## config.mk

```make
export PLATFORM = sky130hd
export DESIGN_NAME = sid_voice_mixer
export DESIGN_NICKNAME = d
export VERILOG_FILES = /design/src/rtl/sid_mix_pkg.sv /design/src/rtl/sid_mix_mac.sv /design/src/rtl/sid_voice_mixer.sv
export SDC_FILE = /design/constraint.sdc
export NUM_CORES = 1
export LEC_CHECK = 0
export BUFFER_PORTS_ARGS = -buffer_cell sky130_fd_sc_hd__buf_2
export CORE_MARGIN = 8
export CORE_UTILIZATION = 59
export CTS_CLUSTER_DIAMETER = 50
export DETAILED_ROUTE_END_ITERATION = 10
export GPL_TIMING_DRIVEN = 1
export PLACE_DENSITY = 0.81
export SLEW_MARGIN = 10
export SYNTH_ARGS = -nofsm -noshare
export SYNTH_HDL_FRONTEND = slang
export SYNTH_SLANG_ARGS = --single-unit
export TNS_END_PERCENT = 5
```

## constraint.sdc

```tcl
create_clock -name clk -period 7.05 [get_ports clk]
set_clock_uncertainty 0.15 [all_clocks]
set_input_delay 0.3525 -clock clk [delete_from_list [all_inputs] [get_ports clk]]
set_output_delay 0.3525 -clock clk [all_outputs]
set_load 0.005 [all_outputs]
```

## src/rtl/sid_mix_pkg.sv

```systemverilog
// Shared types and width helpers for the SID voice mixer.
// Used by sid_voice_mixer and sid_mix_mac.
package sid_mix_pkg;

  typedef enum logic [1:0] {
    IDLE  = 2'd0,
    ACCUM = 2'd1,
    NORM  = 2'd2
  } mix_state_e;

  // Wide enough for NUM_VOICES full-scale products without wrapping.
  function automatic int acc_width(
    input int sample_w,
    input int gain_w,
    input int voices
  );
    return sample_w + gain_w + $clog2(voices);
  endfunction

endpackage

```

## src/rtl/sid_mix_mac.sv

```systemverilog
// Per-voice multiply, mute gating and accumulate for the SID mixer.
// One product is added per enabled cycle; clr restarts the sum.
module sid_mix_mac
  import sid_mix_pkg::*;
#(
  parameter int SAMPLE_W = 8,
  parameter int GAIN_W   = 4,
  parameter int ACC_W    = 14
) (
  input  logic                clk,
  input  logic                rst_n,
  input  logic                clr_i,
  input  logic                en_i,
  input  logic [SAMPLE_W-1:0] voice_i,
  input  logic [GAIN_W-1:0]   gain_i,
  input  logic                mute_i,
  output logic [ACC_W-1:0]    acc_o
);

  localparam int PROD_W = SAMPLE_W + GAIN_W;

  logic [PROD_W-1:0] prod;
  logic [ACC_W-1:0]  acc_q;
  logic [ACC_W-1:0]  acc_d;

  assign prod = mute_i ? '0
              : PROD_W'(voice_i) * PROD_W'(gain_i);

  always_comb begin
    acc_d = acc_q;
    if (clr_i)
      acc_d = '0;
    else if (en_i)
      acc_d = acc_q + ACC_W'(prod);
  end

  always_ff @(posedge clk or negedge rst_n) begin
    if (!rst_n)
      acc_q <= '0;
    else
      acc_q <= acc_d;
  end

  assign acc_o = acc_q;

endmodule

```

## src/rtl/sid_voice_mixer.sv

```systemverilog
// SID voice mixer: sequential gain/mute/sum, normalise and saturate.
// Optional sticky clip_flag output with SID_MIXER_CLIP_FLAG_EN.
module sid_voice_mixer
  import sid_mix_pkg::*;
#(
  parameter int NUM_VOICES = 3,
  parameter int SAMPLE_W   = 8,
  parameter int GAIN_W     = 4,
  parameter int MIX_SHIFT  = $clog2(NUM_VOICES)
) (
  input  logic                           clk,
  input  logic                           rst_n,
  input  logic [NUM_VOICES*SAMPLE_W-1:0] voice_in,
  input  logic [NUM_VOICES*GAIN_W-1:0]   gain_in,
  input  logic [NUM_VOICES-1:0]          mute_in,
  input  logic                           sample_req,
  output logic [SAMPLE_W-1:0]            sample_out,
  output logic                           sample_valid,
`ifdef SID_MIXER_CLIP_FLAG_EN
  output logic                           clip_flag,
`endif
  output logic                           busy
);

  localparam int ACC_W = acc_width(SAMPLE_W, GAIN_W, NUM_VOICES);
  localparam int IDX_W = $clog2(NUM_VOICES);
  localparam int SHIFT = GAIN_W - 1 + MIX_SHIFT;
  localparam logic [IDX_W-1:0] LAST_IDX = IDX_W'(NUM_VOICES - 1);

  mix_state_e state_q, state_d;

  logic [NUM_VOICES*SAMPLE_W-1:0] voice_q;
  logic [NUM_VOICES*GAIN_W-1:0]   gain_q;
  logic [NUM_VOICES-1:0]          mute_q;
  logic [IDX_W-1:0]               idx_q;
  logic [SAMPLE_W-1:0]            out_q;
  logic                           valid_q;

  logic             accept;
  logic             add_en;
  logic             norm;
  logic             last;
  logic [ACC_W-1:0] acc;
  logic [ACC_W-1:0] r;
  logic             sat;
  logic [SAMPLE_W-1:0] res;

  assign last = (idx_q == LAST_IDX);

  always_comb begin
    state_d = state_q;
    accept  = 1'b0;
    add_en  = 1'b0;
    norm    = 1'b0;
    unique case (state_q)
      IDLE: begin
        if (sample_req) begin
          accept  = 1'b1;
          state_d = ACCUM;
        end
      end
      ACCUM: begin
        add_en = 1'b1;
        if (last)
          state_d = NORM;
      end
      NORM: begin
        norm    = 1'b1;
        state_d = IDLE;
      end
      default: state_d = IDLE;
    endcase
  end

  always_ff @(posedge clk or negedge rst_n) begin
    if (!rst_n)
      state_q <= IDLE;
    else
      state_q <= state_d;
  end

  sid_mix_mac #(
    .SAMPLE_W (SAMPLE_W),
    .GAIN_W   (GAIN_W),
    .ACC_W    (ACC_W)
  ) u_mac (
    .clk     (clk),
    .rst_n   (rst_n),
    .clr_i   (accept),
    .en_i    (add_en),
    .voice_i (voice_q[int'(idx_q)*SAMPLE_W +: SAMPLE_W]),
    .gain_i  (gain_q[int'(idx_q)*GAIN_W +: GAIN_W]),
    .mute_i  (mute_q[idx_q]),
    .acc_o   (acc)
  );

  assign r   = acc >> SHIFT;
  assign sat = |r[ACC_W-1:SAMPLE_W];
  assign res = sat ? '1 : r[SAMPLE_W-1:0];

  always_ff @(posedge clk or negedge rst_n) begin
    if (!rst_n) begin
      voice_q <= '0;
      gain_q  <= '0;
      mute_q  <= '0;
      idx_q   <= '0;
      out_q   <= '0;
      valid_q <= 1'b0;
    end else begin
      valid_q <= norm;
      if (accept) begin
        voice_q <= voice_in;
        gain_q  <= gain_in;
        mute_q  <= mute_in;
        idx_q   <= '0;
      end else if (add_en && !last) begin
        idx_q <= idx_q + 1'b1;
      end
      if (norm)
        out_q <= res;
    end
  end

`ifdef SID_MIXER_CLIP_FLAG_EN
  logic clip_q;

  always_ff @(posedge clk or negedge rst_n) begin
    if (!rst_n)
      clip_q <= 1'b0;
    else if (accept)
      clip_q <= 1'b0;
    else if (norm && sat)
      clip_q <= 1'b1;
  end

  assign clip_flag = clip_q;
`endif

  assign sample_out   = out_q;
  assign sample_valid = valid_q;
  assign busy         = (state_q != IDLE);

endmodule
```

Word level (Yosys, flattened, before mapping):

Index checks and enable logic that the tools add are counted.

* flip-flop bits (word level): 66
* bits of input ports: 42

* add/subtract/negate cells: 2
* multipliers: 1
* order comparisons: 1
* equal/unequal tests: 5
* shift-type cells: 2
* mux-type cells: 15
* reductions and logical operators: 7

Operator list (count)
* $mux 14: 2
* $shiftx 24x6->8: 1
* $add 14x12->14: 1
* $mul 8x4->12: 1
* $mux 12: 1
* $shiftx 12x5->4: 1
* $mux 2: 4
* $mux 8: 1
* $reduce_bool 2->1: 3
* $mux 1: 5
* $eq 2x2->1 const B: 2
* $ne 2x2->1 const B: 2
* $pmux 2 s2: 1
* $lt 2x3->1 const B: 1
* $add 2x1->2 const B: 1
* $bmux 1 s2: 1
* $eq 2x1->1 const B: 1
* $logic_not 2->1: 1
* $reduce_and 2->1: 1
* $logic_and 1x1->1: 1
* $logic_not 1->1: 1

Longest topological paths before layout:

* depth in word-level cells: 6
* mapped depth: 22

Hierarchy:

From an unflattened synthesis, not the netlist that was laid out.

* cell total of the unflattened synthesis: 412
* area, all modules: 4410.5 µm²

By module, submodules not included
* sid_voice_mixer: times used 1, cells each 169, area an instance 2339.7 µm², sequential area each 1301.2 µm²
* sid_mix_mac: times used 1, cells each 243, area an instance 2070.7 µm², sequential area each 350.3 µm²

Least setup slack after synthesis:

No wires, ideal clock.

* path kind: reg-to-reg
* start point: register idx_q[0]
* end point: register u_mac.acc_q[13] (netlist: u_mac.acc_o[13])
* library setup time: 0.139 ns
* arrival: 4.767 ns
* required time: 6.761 ns
* setup slack: 1.994 ns
* stages on the path, launching flop included: 21
* clock period less this slack: 5.056 ns
* cell sequence: dfrtp_1 -> buf_2 -> nor2b_1 -> buf_2 -> a21oi_1 -> or2_2 -> fa_1 -> inv_1 -> fa_1 -> fa_1 -> a211oi_1 -> o21bai_1 -> a21oi_1 -> xor2_1 -> nor2_1 -> ha_1 -> a21oi_1 -> o21ai_0 -> a21oi_1 -> o32ai_2 -> mux2i_1

* longest elaborated chain between the ends: 6
* elaborated cells between the ends (all ways): 9
* classes of those cells: add/sub: 1; mul: 1; shift: 2; mux: 5

RTL lines
* start: declaration: RTL line sid_voice_mixer.sv:35 `logic [IDX_W-1:0] idx_q;`
* start signal: assignment: RTL line sid_voice_mixer.sv:117 `idx_q <= idx_q + 1'b1;`
* $shiftx 24x6->8, or another cell as far along: RTL line sid_voice_mixer.sv:91 `.voice_i (voice_q[int'(idx_q)*SAMPLE_W +: SAMPLE_W]),`
* $mul 8x4->12 or $mux 1 (tied branches): RTL line sid_mix_mac.sv:27, sid_voice_mixer.sv:93
* $mux 12 *: RTL line sid_mix_mac.sv:26 `assign prod = mute_i ? '0`
* $add 14x12->14 *: RTL line sid_mix_mac.sv:34 `acc_d = acc_q + ACC_W'(prod);`
* $mux 14 *: RTL line sid_mix_mac.sv:33 `else if (en_i)`
* $mux 14 *: RTL line sid_mix_mac.sv:31 `if (clr_i)`
* end signal: assignment: RTL line sid_mix_mac.sv:39 `acc_q <= '0;`
* end signal: assignment: RTL line sid_mix_mac.sv:41 `acc_q <= acc_d;`
* end: declaration: RTL line sid_mix_mac.sv:23 `logic [ACC_W-1:0] acc_q;`

Mark *: on every way between the ends. The rest lies on a longest branch, timed or not. The select of a mux whose other input is x is not followed.
A chain may end at the register's enable or synchronous reset.

Worst setup path after layout:

* start point: register idx_q[1]
* end point: register u_mac.acc_q[13] (netlist: u_mac.acc_o[13])

The elaborated chain is that of the path after synthesis.

==> flow_summary.ini <==
[cts]
cts_tree = done
insertion_delay_ps = 340
cts_resized = 0
clockBufferDepth = 2
clock-sinks = 66
htreeDepth = 3
cts_root_buffer = clkbuf_8
cts_hold_buf = 0
numCtsBuffers = 9
clkTransAtPathRegs_ps = 80
cts_setup_buffers = 0

[global_route]
globalRoute.totalOverflow = 0
gr-usage-all-layers_pct = 19.9
grt_pass1_vias = 3760
antenna_found_initial = 0
grt_pass1_wl_mm = 16.8
grt_start_max_net_pins = 67

[finish]
fin_area_sq_um = 4840
fin_nets = 653
syn2layout_area_growth_pct = 11.1
layout_commonest_cell = nand2_1
final_cell_mix = 143 x nand2_1, 67 x nor2_1, 66 x dfrtp_1
antenna_cells = 0
drive_gt1_share_pct = 14.1

[synth]
synth_top_area_share_pct = 37.9
syn-num-nets = 607
ys.flop_type = dfrtp_1
syn_avg_cell_area_sq_um = 8.33
synthesis.area_sq_um = 4360
synth_edf_count = 0
synth_top_area_cell = dfrtp_1
ys_ff_latch = 66
ys_async_sr_fraction_pct = 100
ys_seq_area_share_pct = 37.9
yosys-top-cells-area = dfrtp_1 38%, nand2_1 12%, ha_1 8.3%
ys_types = 47
yosysWarnings = 0
syn_inst = 523

[drt]
drt_iter0_drc = 176
drc_errors = 0
ant_nets = 0
vias_per_cell = 5.49
avgRoutedWirePerCell_um = 14.4
dr.pass1.iters = 4
postRouteWirelength_mm = 9.67
vias = 3688

[min_path]
hold_class = in -> async

[pwr]
powerDensity_nw_per_um2 = 568
p_clk_share_pct = 10.6
sequentialPowerShare_pct = 24.4
power.switching_uw = 1340
peakVddDrop_mv = 0.259
pwr-share-comb_pct = 65.0
internal_power_uw = 1410
leakagePower_uw = 0.00251
netSwitchingFraction_pct = 48.7

[outcome]
outcome = finished clean

[sta]
setup_viol_count_final = 0
worst_pin_slew_ps = 831
slew_violations = 0
period_share_pct = 87.2
max_clock_freq_mhz = 163
slew_headroom_pct = 44.6
post-route-min-period_ps = 6150
rsz0062_at_grt = no
fin_setup_tns_ps = 0
hold_violations = 0

[floorplan]
die_w_um = 102
ioPinCount = 52
core-area_sq_um = 7210
floorplan.initialDensity_pct = 60.4
dieArea_sq_um = 10400
rows = 31
die_h_um = 102

[setup_path]
worst_r2r_path_depth = 18
critPathArrivalTime_ps = 6210
cp.required_ps = 7110
crit_path_max_fanout = 16
crit_type = reg -> reg
endpoint_kind = flip-flop
startpoint_type = flip-flop

[placement]
gp_congestion = 0.864
place_area_sq_um = 4670
place_hpwl_mm = 7.21
io_buffers = 51

[run]
max-cap-violations = 0
[cells in the mapped netlist, types with 2 or more instances]
| cell | number |
|---|---|
| a211oi_1 | 10 |
| a21o_1 | 5 |
| a21oi_1 | 24 |
| a22oi_1 | 2 |
| and3_2 | 2 |
| buf_1 | 3 |
| buf_2 | 11 |
| clkbuf_1 | 5 |
| dfrtp_1 | 66 |
| fa_1 | 13 |
| ha_1 | 29 |
| inv_1 | 23 |
| mux2i_1 | 16 |
| nand2_1 | 143 |
| nand2b_1 | 5 |
| nand3_1 | 10 |
| nor2_1 | 67 |
| nor2b_1 | 5 |
| nor3_1 | 11 |
| o21ai_0 | 18 |
| o21ai_1 | 12 |
| o21bai_1 | 4 |
| o22ai_1 | 3 |
| o32ai_1 | 2 |
| or2_2 | 2 |
| xnor2_1 | 7 |
| xor2_1 | 5 |
[cell families after synthesis]
| family | Yosys count | synth area share [%] |
|---|---|---|
| AOI/OAI and AO/OA | 88 | 12.8 |
| xor gates and xnor gates | 12 | 2.41 |
| adders and majority gates | 42 | 14.3 |
| buffers and inverters | 44 | 4.37 |
| DFF | 66 | 37.9 |
| muxes | 16 | 3.68 |
| and+or+nand+nor | 255 | 24.5 |
[cell type report]
class | count | area (sq um)
flip-flops and latches | 66 | 1650
fillers | 624 | 2370
well taps | 99 | 124
clock buffers | 13 | 159
clock inverters | 2 | 12.5
inverters | 23 | 86.3
repair buffers | 56 | 293
multi-input cells | 413 | 2510
[worst paths after layout]
path,startpoint,to,slack [ps]
worst max-delay path,idx_q[1],u_mac.acc_o[13],900
worst min-delay path,rst_n,sample_out[6],30
worst max register to register,idx_q[1],u_mac.acc_o[13],900
worst min register to register,gain_q[6],gain_q[6],320
max in group asynchronous,rst_n,gain_q[9],6160
min in group clk,voice_in[18],voice_q[18],40
[through the flow]
step | power (uW) | hold WS [ps] | cells | util [%] | worst slack (ps)
6_report | 2750 | 34.2 | 672 | 67.1 | 902
4_1_cts | 2760 | 39.3 | 672 | 67.1 | 925
2_1_floorplan | 2060 | -93.1 | 523 | - | 1990
5_1_grt | 3040 | 44.3 | 672 | 67.1 | 400
3_5_place_dp | 2450 | 313 | 657 | 64.7 | 966
3_3_place_gp | 2380 | 307 | 657 | 64.7 | 1200
[registers in the layout, summed over array words and instances, names as in the netlist]
register      count
gain_q           12
idx_q             2
mute_q            3
sample_out        8
sample_valid      1
state_q           2
u_mac.acc_o      14
voice_q          24
[worst max-delay path, stage by stage, from the launching register on]
cell and delay, ps:
dfrtp_1 610, nor2b_1 720, a21oi_1 380, or2_2 390, fa_1 510, inv_1 60
fa_1 530, fa_1 500, a211oi_1 340, o21bai_1 120, a21oi_1 180, xor2_1 160
nor2_1 60, ha_1 370, a21oi_1 290, o21ai_0 200, a21oi_1 210, o32ai_2 110
mux2i_1 130
[power by group through the flow]
stage / logic [uW] / registers [uW] / clock network (uW)
floorplan: 1420 / 639 / 0
global placement: 1710 / 669 / 0
detailed placement: 1780 / 676 / 0
CTS: 1790 / 670 / 296
global route: 2030 / 693 / 313
finish: 1790 / 670 / 292
[layer usage]
metal | vias to the layer above | track usage [%] | share of wire (%)
met2 | 92 | 33.6 | 49
met5 | - | 0 | 0
li1 | 1829 | - | -
met4 | 0 | 4.74 | 0.92
met1 | 1760 | 25.6 | 46
met3 | 7 | 4.09 | 3.9
No activity file was read; power rests on OpenSTA's default activity.
